<file path="config.mk">
export PLATFORM = sky130hd
export DESIGN_NAME = uart_imem_loader
export DESIGN_NICKNAME = d
export VERILOG_FILES = /design/src/rtl/uart_imem_loader.sv
export SDC_FILE = /design/constraint.sdc
export NUM_CORES = 1
export LEC_CHECK = 0
export BUFFER_PORTS_ARGS = -buffer_cell sky130_fd_sc_hd__buf_2
export CORE_MARGIN = 2
export CORE_UTILIZATION = 45
export DETAILED_ROUTE_END_ITERATION = 8
export PLACE_DENSITY = 0.66
export REMOVE_ABC_BUFFERS = 1
export SYNTH_ARGS = -nofsm -noshare
export SYNTH_HDL_FRONTEND = slang
export SYNTH_SLANG_ARGS = --single-unit
</file>
<file path="constraint.sdc">
create_clock -name clk -period 1.69 [get_ports clk]
set_input_delay 0.169 -clock clk [delete_from_list [all_inputs] [get_ports clk]]
set_output_delay 0.169 -clock clk [all_outputs]
set_load 0.01 [all_outputs]
</file>
<file path="src/rtl/uart_imem_loader.sv">
// uart_imem_loader
// ----------------
// Serial boot loader for the instruction RAM. A UART receiver turns the rxd
// line into bytes. A loader FSM then hunts for the sync byte, reads a word
// count, and packs data bytes into big-endian 32-bit words. It writes each
// word to the instruction RAM write port. The CPU is held in reset for the
// whole load. It is released only after a complete, error-free image, so
// fetch restarts at address 0 on a fully written program.
//
// Ports:
//   clk       system clock, rising edge
//   rst       asynchronous active-low reset
//   rxd       UART receive line (idle high, asynchronous to clk)
//   start     one-cycle pulse that arms the loader
//   wr_en     instruction RAM write strobe (one-cycle pulse)
//   wr_addr   instruction RAM word address
//   wr_data   instruction word; only meaningful while wr_en is high
//   cpu_hold  keeps the CPU in reset while high
//   done      sticky: image loaded successfully
//   err       sticky: framing error during the load
//   word_cnt  number of words written in the current load
module uart_imem_loader #(
  parameter int          CLKS_PER_BIT = 434,
  parameter int          ADDR_W       = 6,
  parameter logic [7:0]  HDR_BYTE     = 8'hA5
) (
  input  logic              clk,
  input  logic              rst,
  input  logic              rxd,
  input  logic              start,
  output logic              wr_en,
  output logic [ADDR_W-1:0] wr_addr,
  output logic [31:0]       wr_data,
  output logic              cpu_hold,
  output logic              done,
  output logic              err,
  output logic [ADDR_W:0]   word_cnt
);

  localparam int                CNT_W     = $clog2(CLKS_PER_BIT);
  localparam logic [CNT_W-1:0]  BIT_LAST  = CNT_W'(CLKS_PER_BIT - 1);
  localparam logic [CNT_W-1:0]  HALF_LAST = CNT_W'(CLKS_PER_BIT / 2 - 1);
  localparam logic [ADDR_W:0]   DEPTH     = (ADDR_W+1)'(1 << ADDR_W);
  localparam logic [ADDR_W-1:0] ADDR_MAX  = '1;

  typedef enum logic [1:0] {RX_IDLE, RX_START, RX_DATA, RX_STOP} rx_state_t;
  typedef enum logic [2:0] {IDLE, WAIT_HDR, WAIT_CNT, WAIT_DATA, WRITE, DONE, ERR} state_t;

  // Receiver state
  rx_state_t        rx_state, rx_state_n;
  logic             rx_meta, rx_sync, rx_prev;
  logic [CNT_W-1:0] clk_cnt, clk_cnt_n;
  logic [2:0]       bit_idx, bit_idx_n;
  logic [7:0]       rx_shift, rx_shift_n;
  logic             byte_valid, byte_valid_n;
  logic             frame_err, frame_err_n;

  // Loader state
  state_t            state, state_n;
  logic              wr_en_n, cpu_hold_n, done_n, err_n;
  logic [ADDR_W-1:0] wr_addr_n;
  logic [31:0]       wr_data_n;
  logic [ADDR_W:0]   word_cnt_n, word_cnt_inc, target, target_n;
  logic [1:0]        byte_idx, byte_idx_n;
  logic              word_full, word_full_n;

  assign word_cnt_inc = word_cnt + 1'b1;

  // Two-flop synchronizer on rxd, plus one more flop for falling-edge detection.
  // These reset to 1 so an idle line does not look like a start bit.
  always_ff @(posedge clk or negedge rst) begin
    if (!rst) begin
      rx_meta <= 1'b1;
      rx_sync <= 1'b1;
      rx_prev <= 1'b1;
    end else begin
      rx_meta <= rxd;
      rx_sync <= rx_meta;
      rx_prev <= rx_sync;
    end
  end

  // Receiver state register
  always_ff @(posedge clk or negedge rst) begin
    if (!rst) begin
      rx_state   <= RX_IDLE;
      clk_cnt    <= '0;
      bit_idx    <= '0;
      rx_shift   <= '0;
      byte_valid <= 1'b0;
      frame_err  <= 1'b0;
    end else begin
      rx_state   <= rx_state_n;
      clk_cnt    <= clk_cnt_n;
      bit_idx    <= bit_idx_n;
      rx_shift   <= rx_shift_n;
      byte_valid <= byte_valid_n;
      frame_err  <= frame_err_n;
    end
  end

  // Receiver next state. The start bit is re-checked at its midpoint so that
  // short glitches are rejected. Each later sample then lands one bit period
  // further on, near the middle of its bit.
  always_comb begin
    rx_state_n   = rx_state;
    clk_cnt_n    = clk_cnt;
    bit_idx_n    = bit_idx;
    rx_shift_n   = rx_shift;
    byte_valid_n = 1'b0;
    frame_err_n  = 1'b0;
    case (rx_state)
      RX_IDLE: begin
        if (rx_prev && !rx_sync) begin
          rx_state_n = RX_START;
          clk_cnt_n  = '0;
        end
      end
      RX_START: begin
        if (clk_cnt == HALF_LAST) begin
          clk_cnt_n  = '0;
          bit_idx_n  = '0;
          rx_state_n = rx_sync ? RX_IDLE : RX_DATA;
        end else begin
          clk_cnt_n = clk_cnt + 1'b1;
        end
      end
      RX_DATA: begin
        if (clk_cnt == BIT_LAST) begin
          clk_cnt_n  = '0;
          rx_shift_n = {rx_sync, rx_shift[7:1]};
          bit_idx_n  = bit_idx + 3'd1;
          if (bit_idx == 3'd7) rx_state_n = RX_STOP;
        end else begin
          clk_cnt_n = clk_cnt + 1'b1;
        end
      end
      RX_STOP: begin
        if (clk_cnt == BIT_LAST) begin
          clk_cnt_n    = '0;
          rx_state_n   = RX_IDLE;
          byte_valid_n = rx_sync;
          frame_err_n  = !rx_sync;
        end else begin
          clk_cnt_n = clk_cnt + 1'b1;
        end
      end
      default: rx_state_n = RX_IDLE;
    endcase
  end

  // Loader state register. All outputs are registered.
  always_ff @(posedge clk or negedge rst) begin
    if (!rst) begin
      state     <= IDLE;
      wr_en     <= 1'b0;
      wr_addr   <= '0;
      wr_data   <= '0;
      cpu_hold  <= 1'b0;
      done      <= 1'b0;
      err       <= 1'b0;
      word_cnt  <= '0;
      target    <= '0;
      byte_idx  <= '0;
      word_full <= 1'b0;
    end else begin
      state     <= state_n;
      wr_en     <= wr_en_n;
      wr_addr   <= wr_addr_n;
      wr_data   <= wr_data_n;
      cpu_hold  <= cpu_hold_n;
      done      <= done_n;
      err       <= err_n;
      word_cnt  <= word_cnt_n;
      target    <= target_n;
      byte_idx  <= byte_idx_n;
      word_full <= word_full_n;
    end
  end

  // Loader next state. word_full adds one cycle between the 4th byte and
  // WRITE, so wr_en rises two cycles after that byte arrives. wr_en is raised
  // on entry to WRITE and is therefore high exactly while the FSM is in WRITE.
  always_comb begin
    state_n     = state;
    wr_en_n     = 1'b0;
    wr_addr_n   = wr_addr;
    wr_data_n   = wr_data;
    cpu_hold_n  = cpu_hold;
    done_n      = done;
    err_n       = err;
    word_cnt_n  = word_cnt;
    target_n    = target;
    byte_idx_n  = byte_idx;
    word_full_n = word_full;
    case (state)
      IDLE, DONE, ERR: begin
        if (start) begin
          state_n     = WAIT_HDR;
          cpu_hold_n  = 1'b1;
          done_n      = 1'b0;
          err_n       = 1'b0;
          word_cnt_n  = '0;
          wr_addr_n   = '0;
          byte_idx_n  = '0;
          word_full_n = 1'b0;
        end
      end
      WAIT_HDR, WAIT_CNT, WAIT_DATA: begin
        if (frame_err) begin
          // cpu_hold stays high so a partial image is never executed
          state_n     = ERR;
          err_n       = 1'b1;
          byte_idx_n  = '0;
          word_full_n = 1'b0;
        end else if (state == WAIT_HDR) begin
          if (byte_valid && (rx_shift == HDR_BYTE)) state_n = WAIT_CNT;
        end else if (state == WAIT_CNT) begin
          if (byte_valid) begin
            // A count of 0, or one beyond the RAM size, means "fill the RAM"
            if ((rx_shift == 8'd0) || ({24'd0, rx_shift} > 32'(DEPTH)))
              target_n = DEPTH;
            else
              target_n = (ADDR_W+1)'(rx_shift);
            state_n     = WAIT_DATA;
            byte_idx_n  = '0;
            word_full_n = 1'b0;
          end
        end else if (word_full) begin
          state_n     = WRITE;
          wr_en_n     = 1'b1;
          word_full_n = 1'b0;
        end else if (byte_valid) begin
          wr_data_n  = {wr_data[23:0], rx_shift};
          byte_idx_n = byte_idx + 2'd1;
          if (byte_idx == 2'd3) word_full_n = 1'b1;
        end
      end
      WRITE: begin
        // The address saturates so a full image leaves it at the last word
        // rather than wrapping to 0.
        wr_addr_n  = (wr_addr == ADDR_MAX) ? wr_addr : wr_addr + 1'b1;
        word_cnt_n = word_cnt_inc;
        if (word_cnt_inc == target) begin
          state_n    = DONE;
          cpu_hold_n = 1'b0;
          done_n     = 1'b1;
        end else begin
          state_n = WAIT_DATA;
        end
      end
      default: state_n = IDLE;
    endcase
  end

endmodule

</file>
==> impl_metrics.tcl <==
set metrics [dict create \
    status "complete, but fails checks" \
    violations "setup timing" \
    whs_ns 0.230 \
    cp.arrival_ns 2.15 \
    cts-root-buf "clkbuf_8" \
    slowest_stage "dfrtp_1" \
    synth_cells 368 \
    place_area_sq_um 5140 \
    core_sq_um 9280 \
    syn_area_per_cell_sq_um 11.8 \
    start_util 0.468 \
    grt_max_degree 46 \
    worstHoldPathType "primary input to asynchronous set/reset pin" \
    boundaryPins 53 \
    crit_path_max_incr_delay_ns 0.41 \
    htree_levels 3 \
    synth_xor_area_frac 0.0262 \
    ys_types 58 \
    nFillCells 697 \
    worstPathMaxFanout 4 \
    grt_pass1_wl_um 16500 \
    clock_sinks 89 \
    synthesis.area_sq_um 4340 \
    routed.top_layer "met4" \
    port_buffers 52 \
    drv_slew 0 \
    drt-pass1-iter-count 4 \
    finalNetCount 518 \
    yosys-mux-area-fraction 0.151 \
    finalNonFillerCells 640 \
    finClkSkew_ns 0.00768 \
    numCtsBuffers 9 \
    p_leak_nw 3.13 \
    tritoncts "built" \
    synth-adder-area-share 0.0254 \
    clk_latency_ns 0.36 \
    drc 0 \
    crit_type "flop to flop" \
    finalSetupViolCount 63 \
    synthArstFlopShare 1.00 \
    place.gp.congestion 0.874 \
    maxCapViolations 0 \
    dpl.hpwl_um 6140 \
    synth_top_family_by_area "multiplexers" \
    finalCritPeriodShare 1.12 \
    vias 3413 \
    hold_violations 0 \
    max_slew_margin 0.677 \
    clockBufferDepth 2 \
    area_delta_synth_final_pct 39.0 \
    vias_per_cell 5.33 \
    antenna_cells 0 \
    dieArea_sq_um 10500 \
    crit_chain "inv_1, ha_1, nor4bb_4, nand4bb_1, a22oi_2, buf_4, nand2_1, mux2_2" \
    timing.final.ws_setup_ns -0.203 \
    antenna_found_initial 0 \
    grt_setup_unrepaired "yes" \
    wire_per_inst_um 16.8 \
    ys_seq_area_frac 0.514 \
    yosys_warnings 0 \
    finalWirelength_um 10800 \
    synth_ff_type "dfrtp_1" \
    dp.cells 593 \
    drive_above_1_share 0.507 \
    tns_ns -4.79 \
    wl_met2_um 5450 \
    die_y_um 102 \
    synth-compound-area-share 0.111 \
    wl_met1_um 4830 \
    clk_pin_slew_ns 0.09 \
    p_per_area_nw_per_um2 1120 \
    grt_pass1_vias 3341 \
    overflow 0 \
    startpoint_type "flop" \
    fmaxAchievable_mhz 528 \
    route.met3.wl_um 344 \
    worstMarginPinSlew_ns 0.480 \
    ir_drop_v 0.000736 \
    timing.final.crit_period_ns 1.89 \
    synth_seq_cells 89 \
    required_ns 1.94 \
    synth_edf_count 0 \
    pre_cts_ws_ns -0.208 \
    antenna_left 0 \
    num_rows 35 \
    die_w_um 102 \
    grtUsageTotal 0.204 \
    final_cell_area_sq_um 6030 \
    synthSimpleGateAreaFrac 0.137 \
    cp-end-kind "flop" \
    drtIter0Drc 109 \
]
==> area by class of cell <==
type	count	area [sq um]	area share
clock buffer	10	128	0.0211
clock inverter	6	73.8	0.0122
inverter	10	42.5	0.00705
multi-input combinational	252	2270	0.376
sequential	89	2230	0.370
tap	129	161	0.0267
timing repair buffer	144	1130	0.187
==> cells by family (layout without fill, tap and decap cells) <==
kind of cell,count (synthesis),after routing
simple gates,111,111
flops,89,89
compound gates,70,70
mux,49,49
buf+inv,27,170
xor+xnor,13,13
fa+ha+maj,9,9
==> path summary, 6_finish.rpt <==
| path | from | to | slack [ns] | cells past startpoint |
|---|---|---|---|---|
| max | clk_cnt[0] | flop | -0.20 | 8 |
| min | rst | wr_data[26] | 0.23 | 2 |
| max reg2reg | clk_cnt[0] | flop | -0.20 | 8 |
| min reg2reg | rx_meta | rx_sync | 0.36 | 0 |
| max in group asynchronous | rst | rx_prev | 0.78 | 3 |
| min in group clk | start | done | 0.28 | 3 |
==> worst max-delay path: cells and delay by family, from the launching register on <==
family                     cells  cell delay (ns)
buffers and inverters          2             0.24
DFF                            1             0.41
AOI/OAI and AO/OA              1             0.25
and+or+nand+nor                3             0.44
muxes                          1             0.27
adders and majority gates      1             0.17
==> synth_stat cells, types with 5 or more instances <==
library cell	count	area, sq um
xor2_1	6	52.6
nor2_1	23	86.3
ha_1	8	100
mux2_4	29	435
nor3_1	7	35.0
o21ai_0	24	120
nor4_1	6	37.5
inv_1	9	33.8
xnor2_1	7	61.3
a211o_1	5	43.8
nand3_1	14	70.1
dfrtp_1	86	2150
clkbuf_1	5	18.8
a22o_1	7	61.3
a21o_1	5	37.5
and3_1	7	43.8
buf_2	7	35.0
buf_6	5	56.3
nand2_1	27	101
mux2_2	17	191
a21oi_1	5	25.0
==> metrics by stage <==
stage                     power (mW)   util
after floorplan                 3.37      -
after global placement          4.13  0.554
after detailed placement        4.19  0.554
after CTS                       6.25  0.627
after global routing            7.11  0.650
final                           6.74  0.650
==> routing by layer <==
layer / GRT usage / vias up
met1: 0.273 / 1715
met3: 0.0499 / 15
met2: 0.330 / 71
li1: - / 1612
met5: 0 / -
met4: 0.0595 / 0
==> power by group <==
part / internal (mW) / switching, mW
clock network: 0.705 / 0.810
logic: 1.48 / 1.30
registers: 2.27 / 0.172
total: 4.46 / 2.28
==> cells in the final DEF, fill, tap and decap left out, drive strengths merged, types with 3 or more instances in the layout <==
master | synthesis | final
nor3 | 9 | 9
dfrtp | 86 | 86
nand2 | 27 | 27
a211o | 5 | 5
a211oi | 3 | 3
a22o | 7 | 7
nor2 | 23 | 23
xor2 | 6 | 6
clkbuf | 5 | 10
o21ai | 25 | 25
nor4 | 6 | 6
mux2i | 3 | 3
buf | 12 | 142
and3 | 7 | 7
a21o | 5 | 5
a21oi | 5 | 5
nand4 | 3 | 3
inv | 10 | 13
nand3 | 14 | 14
mux2 | 46 | 46
nand2b | 3 | 3
ha | 8 | 8
dfstp | 3 | 3
xnor2 | 7 | 7
o31ai | 4 | 4
==> flip-flops by register name (all words and copies together) (netlist names), named ones only <==
signal / count
wr_data: 32
clk_cnt: 9
rx_shift: 8
target: 7
word_cnt: 7
wr_addr: 6
bit_idx: 3
state: 3
byte_idx: 2
byte_valid: 1
cpu_hold: 1
done: 1
err: 1
frame_err: 1
rx_meta: 1
rx_prev: 1
rx_state: 1
rx_sync: 1
word_full: 1
wr_en: 1
==> what timing repair did <==
item                                    CTS  global route
cloned                                    5             0
pin swaps                                19            27
gates resized for setup                  48            58
endpoints found under the hold margin    22             0
hold buffers                              2             0
endpoints found under the setup margin   72            80
setup buffers                            21             9
Power figures use the tool's default switching activity.
